[src/rtl/regbank_pkg.sv]
// Shared constants, scoreboard op encoding and port-slice helper for the
// forwarding register bank.
package regbank_pkg;

  localparam int unsigned REGBANK_DATA_W = 32;
  localparam int unsigned REGBANK_ADDR_W = 5;
  localparam int unsigned ZERO_ADDR      = 0;

  typedef enum logic [1:0] {
    SB_HOLD  = 2'd0,
    SB_CLEAR = 2'd1,
    SB_SET   = 2'd2
  } sb_op_e;

  // LSB of port 'port' inside a bus packed as NUM_RD fields of 'width' bits
  function automatic int unsigned port_lsb(input int unsigned port,
                                           input int unsigned width);
    return port * width;
  endfunction

endpackage

[src/rtl/regbank_scoreboard.sv]
// Pending-write busy bits: set by reserve, cleared by write or flush,
// with reserve winning over both on the same edge.
module regbank_scoreboard
  import regbank_pkg::*;
#(
  parameter int unsigned ADDR_W = REGBANK_ADDR_W,
  parameter int unsigned NUM_RD = 2,
  parameter int unsigned BYPASS = 1
) (
  input  logic                     CLK,
  input  logic                     reset,
  input  logic                     set_i,
  input  logic [ADDR_W-1:0]        set_addr_i,
  input  logic                     clr_i,
  input  logic [ADDR_W-1:0]        clr_addr_i,
  input  logic                     flush_i,
  input  logic [NUM_RD*ADDR_W-1:0] rd_addr_i,
  output logic [NUM_RD-1:0]        rd_busy_o
);

  localparam int unsigned DEPTH = 1 << ADDR_W;

  logic [DEPTH-1:0] busy_q;
  logic [DEPTH-1:0] busy_d;

  function automatic sb_op_e bit_op(input logic hit_set, input logic hit_clr);
    if (hit_set) return SB_SET;
    if (hit_clr) return SB_CLEAR;
    return SB_HOLD;
  endfunction

  always_comb begin
    busy_d = busy_q;
    for (int unsigned i = 0; i < DEPTH; i++) begin
      case (bit_op(set_i && (set_addr_i == ADDR_W'(i)),
                   flush_i || (clr_i && (clr_addr_i == ADDR_W'(i)))))
        SB_SET:   busy_d[i] = 1'b1;
        SB_CLEAR: busy_d[i] = 1'b0;
        default:  busy_d[i] = busy_q[i];
      endcase
    end
  end

  always_ff @(posedge CLK or posedge reset) begin
    if (reset) busy_q <= '0;
    else       busy_q <= busy_d;
  end

  for (genvar k = 0; k < NUM_RD; k++) begin : g_port
    logic [ADDR_W-1:0] ra;
    logic              fwd;
    assign ra  = rd_addr_i[port_lsb(k, ADDR_W) +: ADDR_W];
    assign fwd = (BYPASS != 0) && clr_i && (clr_addr_i == ra);
    // A forwarded write shows post-edge busy: only a same-address reserve keeps it set
    assign rd_busy_o[k] = fwd ? (set_i && (set_addr_i == ra)) : busy_q[ra];
  end

endmodule

[src/rtl/regbank_fwd.sv]
// Parametrised register bank with hardwired zero register, same-cycle
// write forwarding and a per-register pending-write scoreboard.
module regbank_fwd
  import regbank_pkg::*;
#(
  parameter int unsigned DATA_W   = REGBANK_DATA_W,
  parameter int unsigned ADDR_W   = REGBANK_ADDR_W,
  parameter int unsigned NUM_RD   = 2,
  parameter int unsigned ZERO_REG = 1,
  parameter int unsigned BYPASS   = 1
) (
  input  logic                     CLK,
  input  logic                     reset,
  input  logic [NUM_RD*ADDR_W-1:0] rAddr,
  output logic [NUM_RD*DATA_W-1:0] rData,
  output logic [NUM_RD-1:0]        rBusy,
  input  logic                     wEn,
  input  logic [ADDR_W-1:0]        wAddr,
  input  logic [DATA_W-1:0]        wData,
  input  logic                     resEn,
  input  logic [ADDR_W-1:0]        resAddr,
  input  logic                     flush
);

  localparam int unsigned       DEPTH = 1 << ADDR_W;
  localparam logic [ADDR_W-1:0] ZA    = ADDR_W'(ZERO_ADDR);
  localparam logic              ZR_EN = (ZERO_REG != 0);

  if (NUM_RD < 1 || NUM_RD > 4) begin : g_bad_num_rd
    $error("regbank_fwd: NUM_RD must be in 1..4");
  end

  logic              wr_ok;
  logic              res_ok;
  logic [NUM_RD-1:0] sb_busy;
  logic [DATA_W-1:0] regs_q [DEPTH];

  // Reset also masks the combinational forward path so outputs read zero
  assign wr_ok  = wEn   && !reset && !(ZR_EN && (wAddr   == ZA));
  assign res_ok = resEn && !reset && !(ZR_EN && (resAddr == ZA));

  always_ff @(posedge CLK or posedge reset) begin
    if (reset) begin
      for (int unsigned i = 0; i < DEPTH; i++) regs_q[i] <= '0;
    end else if (wr_ok) begin
      regs_q[wAddr] <= wData;
    end
  end

  regbank_scoreboard #(
    .ADDR_W (ADDR_W),
    .NUM_RD (NUM_RD),
    .BYPASS (BYPASS)
  ) u_sb (
    .CLK        (CLK),
    .reset      (reset),
    .set_i      (res_ok),
    .set_addr_i (resAddr),
    .clr_i      (wr_ok),
    .clr_addr_i (wAddr),
    .flush_i    (flush),
    .rd_addr_i  (rAddr),
    .rd_busy_o  (sb_busy)
  );

  for (genvar k = 0; k < NUM_RD; k++) begin : g_rd
    logic [ADDR_W-1:0] ra;
    logic              is_zero;
    logic [DATA_W-1:0] rd;
    assign ra      = rAddr[port_lsb(k, ADDR_W) +: ADDR_W];
    assign is_zero = ZR_EN && (ra == ZA);

    always_comb begin
      rd = regs_q[ra];
      if ((BYPASS != 0) && wr_ok && (wAddr == ra)) rd = wData;
      if (is_zero) rd = '0;
    end

    assign rData[port_lsb(k, DATA_W) +: DATA_W] = rd;
    assign rBusy[k] = sb_busy[k] && !is_zero;
  end

endmodule

[config.mk]
export PLATFORM = sky130hd
export DESIGN_NAME = regbank_fwd
export DESIGN_NICKNAME = d
export VERILOG_FILES = /design/src/rtl/regbank_pkg.sv /design/src/rtl/regbank_scoreboard.sv /design/src/rtl/regbank_fwd.sv
export SDC_FILE = /design/constraint.sdc
export NUM_CORES = 2
export LEC_CHECK = 0
export ABC_CLOCK_PERIOD_IN_PS = 54600
export CAP_MARGIN = 20
export CORE_MARGIN = 8
export CORE_UTILIZATION = 40
export DETAILED_ROUTE_END_ITERATION = 10
export GPL_ROUTABILITY_DRIVEN = 0
export PLACE_DENSITY = 0.61
export SLEW_MARGIN = 10
export SYNTH_ARGS = -nofsm -noshare
export SYNTH_HDL_FRONTEND = slang
export SYNTH_SLANG_ARGS = --single-unit
[constraint.sdc]
create_clock -name CLK -period 54.6 [get_ports CLK]
set_clock_uncertainty 0.15 [all_clocks]
set_input_delay 10.92 -clock CLK [delete_from_list [all_inputs] [get_ports CLK]]
set_output_delay 10.92 -clock CLK [all_outputs]
set_load 0.05 [all_outputs]
# Word level (Yosys, flattened, before mapping)
# Cells that the tools add are included.
# totals
reg_bits	1056
out_inout_bits	66
in_bits	57
wordCells	626
# classes
eq_ne	130
n_lt_le_gt_ge	6
n_bitwise	3
muxes	275
reduce_logical	148
# ops
op	n
1024-bit bitwise mux	1
32-bit binary-select mux with 5-bit select	2
32-bit two-way mux	9
2-bit two-way mux	128
32-bit demux with 5-bit select	1
5-bit == test, second input constant	32
1-bit two-way mux	100
5-bit by 4-bit == test with 1-bit output, second input constant	16
1-bit logical AND	75
2-bit by 1-bit == test with 1-bit output, second input constant	32
2-bit == test, second input constant	32
1-bit one-hot mux with 2 select lines	32
2-bit nonzero test	32
5-bit by 3-bit == test with 1-bit output, second input constant	8
1-bit logical OR	32
5-bit by 2-bit == test with 1-bit output, second input constant	4
5-bit == test	4
5-bit zero test	4
6-bit >= comparator, second input constant	3
5-bit NOT with 6-bit output	3
5-bit by 6-bit less-than comparator with 1-bit output, second input constant	2
1-bit binary-select mux with 5-bit select	2
5-bit by 1-bit == test with 1-bit output, second input constant	2
6-bit by 1-bit less-than comparator with 1-bit output, second input constant	1
1-bit zero test	5

# Logic depth before layout (Yosys ltp)
# logic_depth
depth_word	11
mapped_depth	10
ltp_nobuf	5

# Hierarchy
# Synthesis repeated with hierarchy kept, for this count alone.
# unflattened
hier_cells	4084
hier_area_um2	57292.4
# by_module_without_submodules
module	cells_each	area_each_um2	instances	seq_area_each_um2
regbank_fwd	3814	54927.7	1	25624.6
regbank_scoreboard	270	2364.8	1	800.8

# Worst setup path before layout
# OpenSTA, ideal clock, no wires.
# synth_path
path_type	input port to output port
startpoint	input port reset
endpoint	output port rBusy[0]
path_stages	4
path_slack_ps	5220
required_time_ps	43530
n_path_buf	0
arrival_ps	38310
cell_sequence	inv_1 o311ai_0 or4_1 o31ai_1
# synth_via
elab_chain_cells	6
elab_cells_between_ends	9
cone_classes	mux (1); reduce/logical (8)
# synth_rtl
item	line_no	text
start, declared	regbank_fwd.sv:13	input logic reset,
1-bit zero test (no source line) (*)	n/a	
1-bit logical AND (on tied branches) (2 in a row)	regbank_fwd.sv:40, regbank_fwd.sv:39	
1-bit logical AND (on tied branches)	regbank_scoreboard.sv:55, regbank_scoreboard.sv:53	
1-bit two-way mux (*)	regbank_scoreboard.sv:55	assign rd_busy_o[k] = fwd ? (set_i && (set_addr_i == ra)) : busy_q[ra];
1-bit logical AND (*)	regbank_fwd.sv:80	assign rBusy[k] = sb_busy[k] && !is_zero;
end, declared	regbank_fwd.sv:16	output logic [NUM_RD-1:0] rBusy,
# Every way passes the cells marked *; elsewhere a longest branch is shown, timed or not.

# Worst setup path in the final report
# layout_path
startpoint	input port rAddr[0]
endpoint	output port rData[3]
# layout_via
elab_chain_cells	6
elab_cells_between_ends	9
cone_classes	eq/ne (1); mux (5); bitwise (1); reduce/logical (2)
# layout_rtl
item	line_no	text
start, declared	regbank_fwd.sv:14	input logic [NUM_RD*ADDR_W-1:0] rAddr,
5-bit NOT with 6-bit output (implied by the code)	regbank_fwd.sv:74	rd = regs_q[ra];
32-bit binary-select mux with 5-bit select	regbank_fwd.sv:74	
32-bit two-way mux (implied by the code) (2 in a row)	regbank_fwd.sv:74	
32-bit two-way mux	regbank_fwd.sv:75	if ((BYPASS != 0) && wr_ok && (wAddr == ra)) rd = wData;
32-bit two-way mux (*)	regbank_fwd.sv:76	if (is_zero) rd = '0;
end, declared	regbank_fwd.sv:15	output logic [NUM_RD*DATA_W-1:0] rData,
# Every way passes the cells marked *; elsewhere a longest branch is shown, timed or not. The select of a mux whose other input is x is not followed.

==> results.md <==
* Via density at 6.46
* CP max-delay cell: clkdlybuf4s50_1
* Most used routing layer: met2
* Top post-synthesis cells by count: mux2_2, dfrtp_1, mux4_2
* Critical path launch point type: primary input
* # DRC at 0
* Aggregate global routing overflow at 0
* Total global-route track usage at 0.245
* Cell area after layout at 0.0642 sq mm
* Delay-heaviest family, CP: buffers and inverters
* Top-area cell type share of the netlist area at 0.461
* Post-Route WL at 196 mm
* Worst-path maximum fanout at 60
* Synthesized net count at 4034
* Number of buffers created by CTS at 116
* Clk sinks at 1056
* CORE AREA at 0.143 sq mm
* Largest cells by area after synthesis: dfrtp_1, mux2_2, mux4_2
* Ratio of cells with drive above 1 in the final layout at 0.463
* Clk_lat worst skew at 0.70 ns
* Clock root buffer: clkbuf_16
* Post-CTS setup buffers at 0
* DP Area at 0.0599 sq mm
* Reg2Reg Launch Point: regs_q[624]
* Setup TNS at 0 ns
* Outcome: finished clean
* Slew Limit Fails at 0
* Setup ws final at 27.72 ns
* Starting DRT DRC Count at 3963
* GR Util met1 at 0.342
* Least-Margin Pin Slew at 1.20 ns
* Fin. Hold Viols at 0
* Setup violations, final at 0
* Min-Delay Endpoint: regs_q[1004]
* Min Tclk post-route at 26.88 ns
* Peak VDD IR at 23.2 uV
* Hold crit path type: reg -> reg
* Largest net degree at the start of global routing at 144
* CTS tree: yes
* I/O pin count at 123
* Most frequently used flop master after synthesis: dfrtp_1
* Synth-to-Final Area Change at 12.0%
* DR vias at 37960
* DRT antenna net count at 0
* R2r worst-path depth at 1
* Slew margin rel. at 0.192
* Seq cells post-synth at 1056
* DIE WIDTH at 394 microns
* Total of max-cap violations at 0
* Fill count at 12751
* WP data arrival at 15.81 ns
* Vias in the first global route at 38471
* Min-delay src: regs_q[1004]
* Most numerous cell in the Yosys netlist: mux2_2
* Cell row count at 139
* Resize count post-CTS at 0
* Async SR Flop Fraction at 1.00
* GR Util met2 at 0.378
* Netlist cell types at 60
* Leak at 28.3 nW
* CP max stage delay at 0.96 ns
* Synth Cell Area at 0.0573 sq mm
* Worst EP required at 43.53 ns
* Final period utilization at 0.492
* Worst Path Buf+Inv at 4
* H-tree Lvls at 3
* PwrDens at 34.2 mW/mm^2
* GRT met3 Usage at 0.0528
* R2R setup slack at 53.63 ns
* Chip Height at 394 microns
* I/O Buffers at 122
* Starting Density at 0.401
* Fin nets at 3926
* First-pass GRT wire length at 284 mm
* Cell mode on critical path: buf_4
* TritonRoute pass-1 iters at 5
* Biggest area consumer among synthesized cells: dfrtp_1
* Clk pin slew, worst setup/hold paths at 0.06 ns
* Synth warnings at 0
* WL/cell at 33.4 microns
* EDFF count, synth at 0
* Hold_buf cts at 0
* Hold Path Depth at 0
* Crit Path Class: in -> out
* RSZ-0062 raised after global routing: false
* Pre-CTS setup slack at 27.70 ns
* Initial antenna violation count at 7
* Reg2Reg Capture Point: regs_q[624]
* Hpwl dp at 109 mm
* Max Freq at 0.0372 GHz
* Synth Area per Inst at 14.4 sq um
* Clock Tree Buf Depth at 3
* CP endpoint kind: primary output
* Die area at 0.156 sq mm
* Seq/Total Area, Yosys at 0.461
* Gate count of the mapped netlist at 3977
* Critical-path cell list: buf_8, buf_4, buf_4, mux2i_1, a221o_1, o22ai_1, a32oi_1, o21ai_0, clkdlybuf4s50_1
==> layout by cell type (no fill, tap or decap), types with 15 or more instances in the layout <==
master and instances:
nor2_4 18, a22oi_1 36, a211oi_1 15, dfrtp_1 1056, nor2_1 51, o32ai_1 26, a221o_1 42, inv_1 18
nor3_1 19, clkbuf_16 118, o221ai_1 66, mux2i_1 279, clkbuf_1 21, buf_4 112, clkdlybuf4s50_1 112, mux4_2 404
mux2_2 1059, o22ai_1 44, a221oi_1 33, nand3b_1 19, a32o_1 32, nand2_1 40, bufinv_16 20, clkinv_2 21
clkbuf_8 32, nor2b_1 25, a21oi_1 56, o21ai_0 34
==> flip-flops by register name, summed over array words and instances (netlist names) <==
| name | cells |
|---|---|
| regs_q | 1024 |
| u_sb.busy_q | 32 |
==> worst max path at each step <==
stage	from	endpoint	slack (ns)	depth (start not counted)
finish	rAddr[0]	rData[3]	27.72	9
CTS	rAddr[0]	rData[3]	27.69	9
global route	rAddr[0]	rData[3]	27.31	9
floorplan	reset	rBusy[0]	5.22	4
global placement	rAddr[0]	rData[3]	27.62	9
detailed placement	rAddr[0]	rData[3]	27.70	9
==> area by class of cell <==
cell class	instances	area (sq um)	area share
clock inverter	52	803	0.0125
tap	1903	2380	0.0371
sequential	1056	26400	0.412
multi-input combinational	2436	28900	0.450
inverter	21	86.3	0.00135
antenna	1	2.50	0.0000390
clock buffer	168	3430	0.0535
timing repair buffer	238	2150	0.0336
==> logic make-up after synthesis <==
kind of cell | synth area share
flops | 0.461
mux | 0.417
compound gates | 0.0572
simple gates | 0.0220
xor+xnor | 0.00306
buf+inv | 0.0398
==> where the power goes <==
| part | switching (mW) | internal (mW) | leakage [nW] |
|---|---|---|---|
| logic | 0.179 | 0.196 | 12.1 |
| clock network | 0.339 | 0.529 | 2.08 |
| registers | 0.0719 | 0.880 | 14.1 |
| total | 0.590 | 1.61 | 28.3 |
==> per-layer routing <==
layer	share of wire	routed length, microns	up-vias
li1	-	-	15209
met1	0.42	82700	20630
met2	0.46	89200	1713
met3	0.083	16200	408
met4	0.040	7880	0
met5	0	0	-
==> through the flow <==
stage          power (mW)  cells  hold slack, ns   util
6_report             2.20   5875           0.245  0.449
5_1_grt              2.27   5874           0.258  0.449
4_1_cts              2.21   5873           0.247  0.449
3_5_place_dp         1.34   5653           0.232  0.419
3_3_place_gp         1.33   5652           0.227  0.419
2_1_floorplan        1.23   3977           0.291      -
Power figures use the tool's default switching activity.
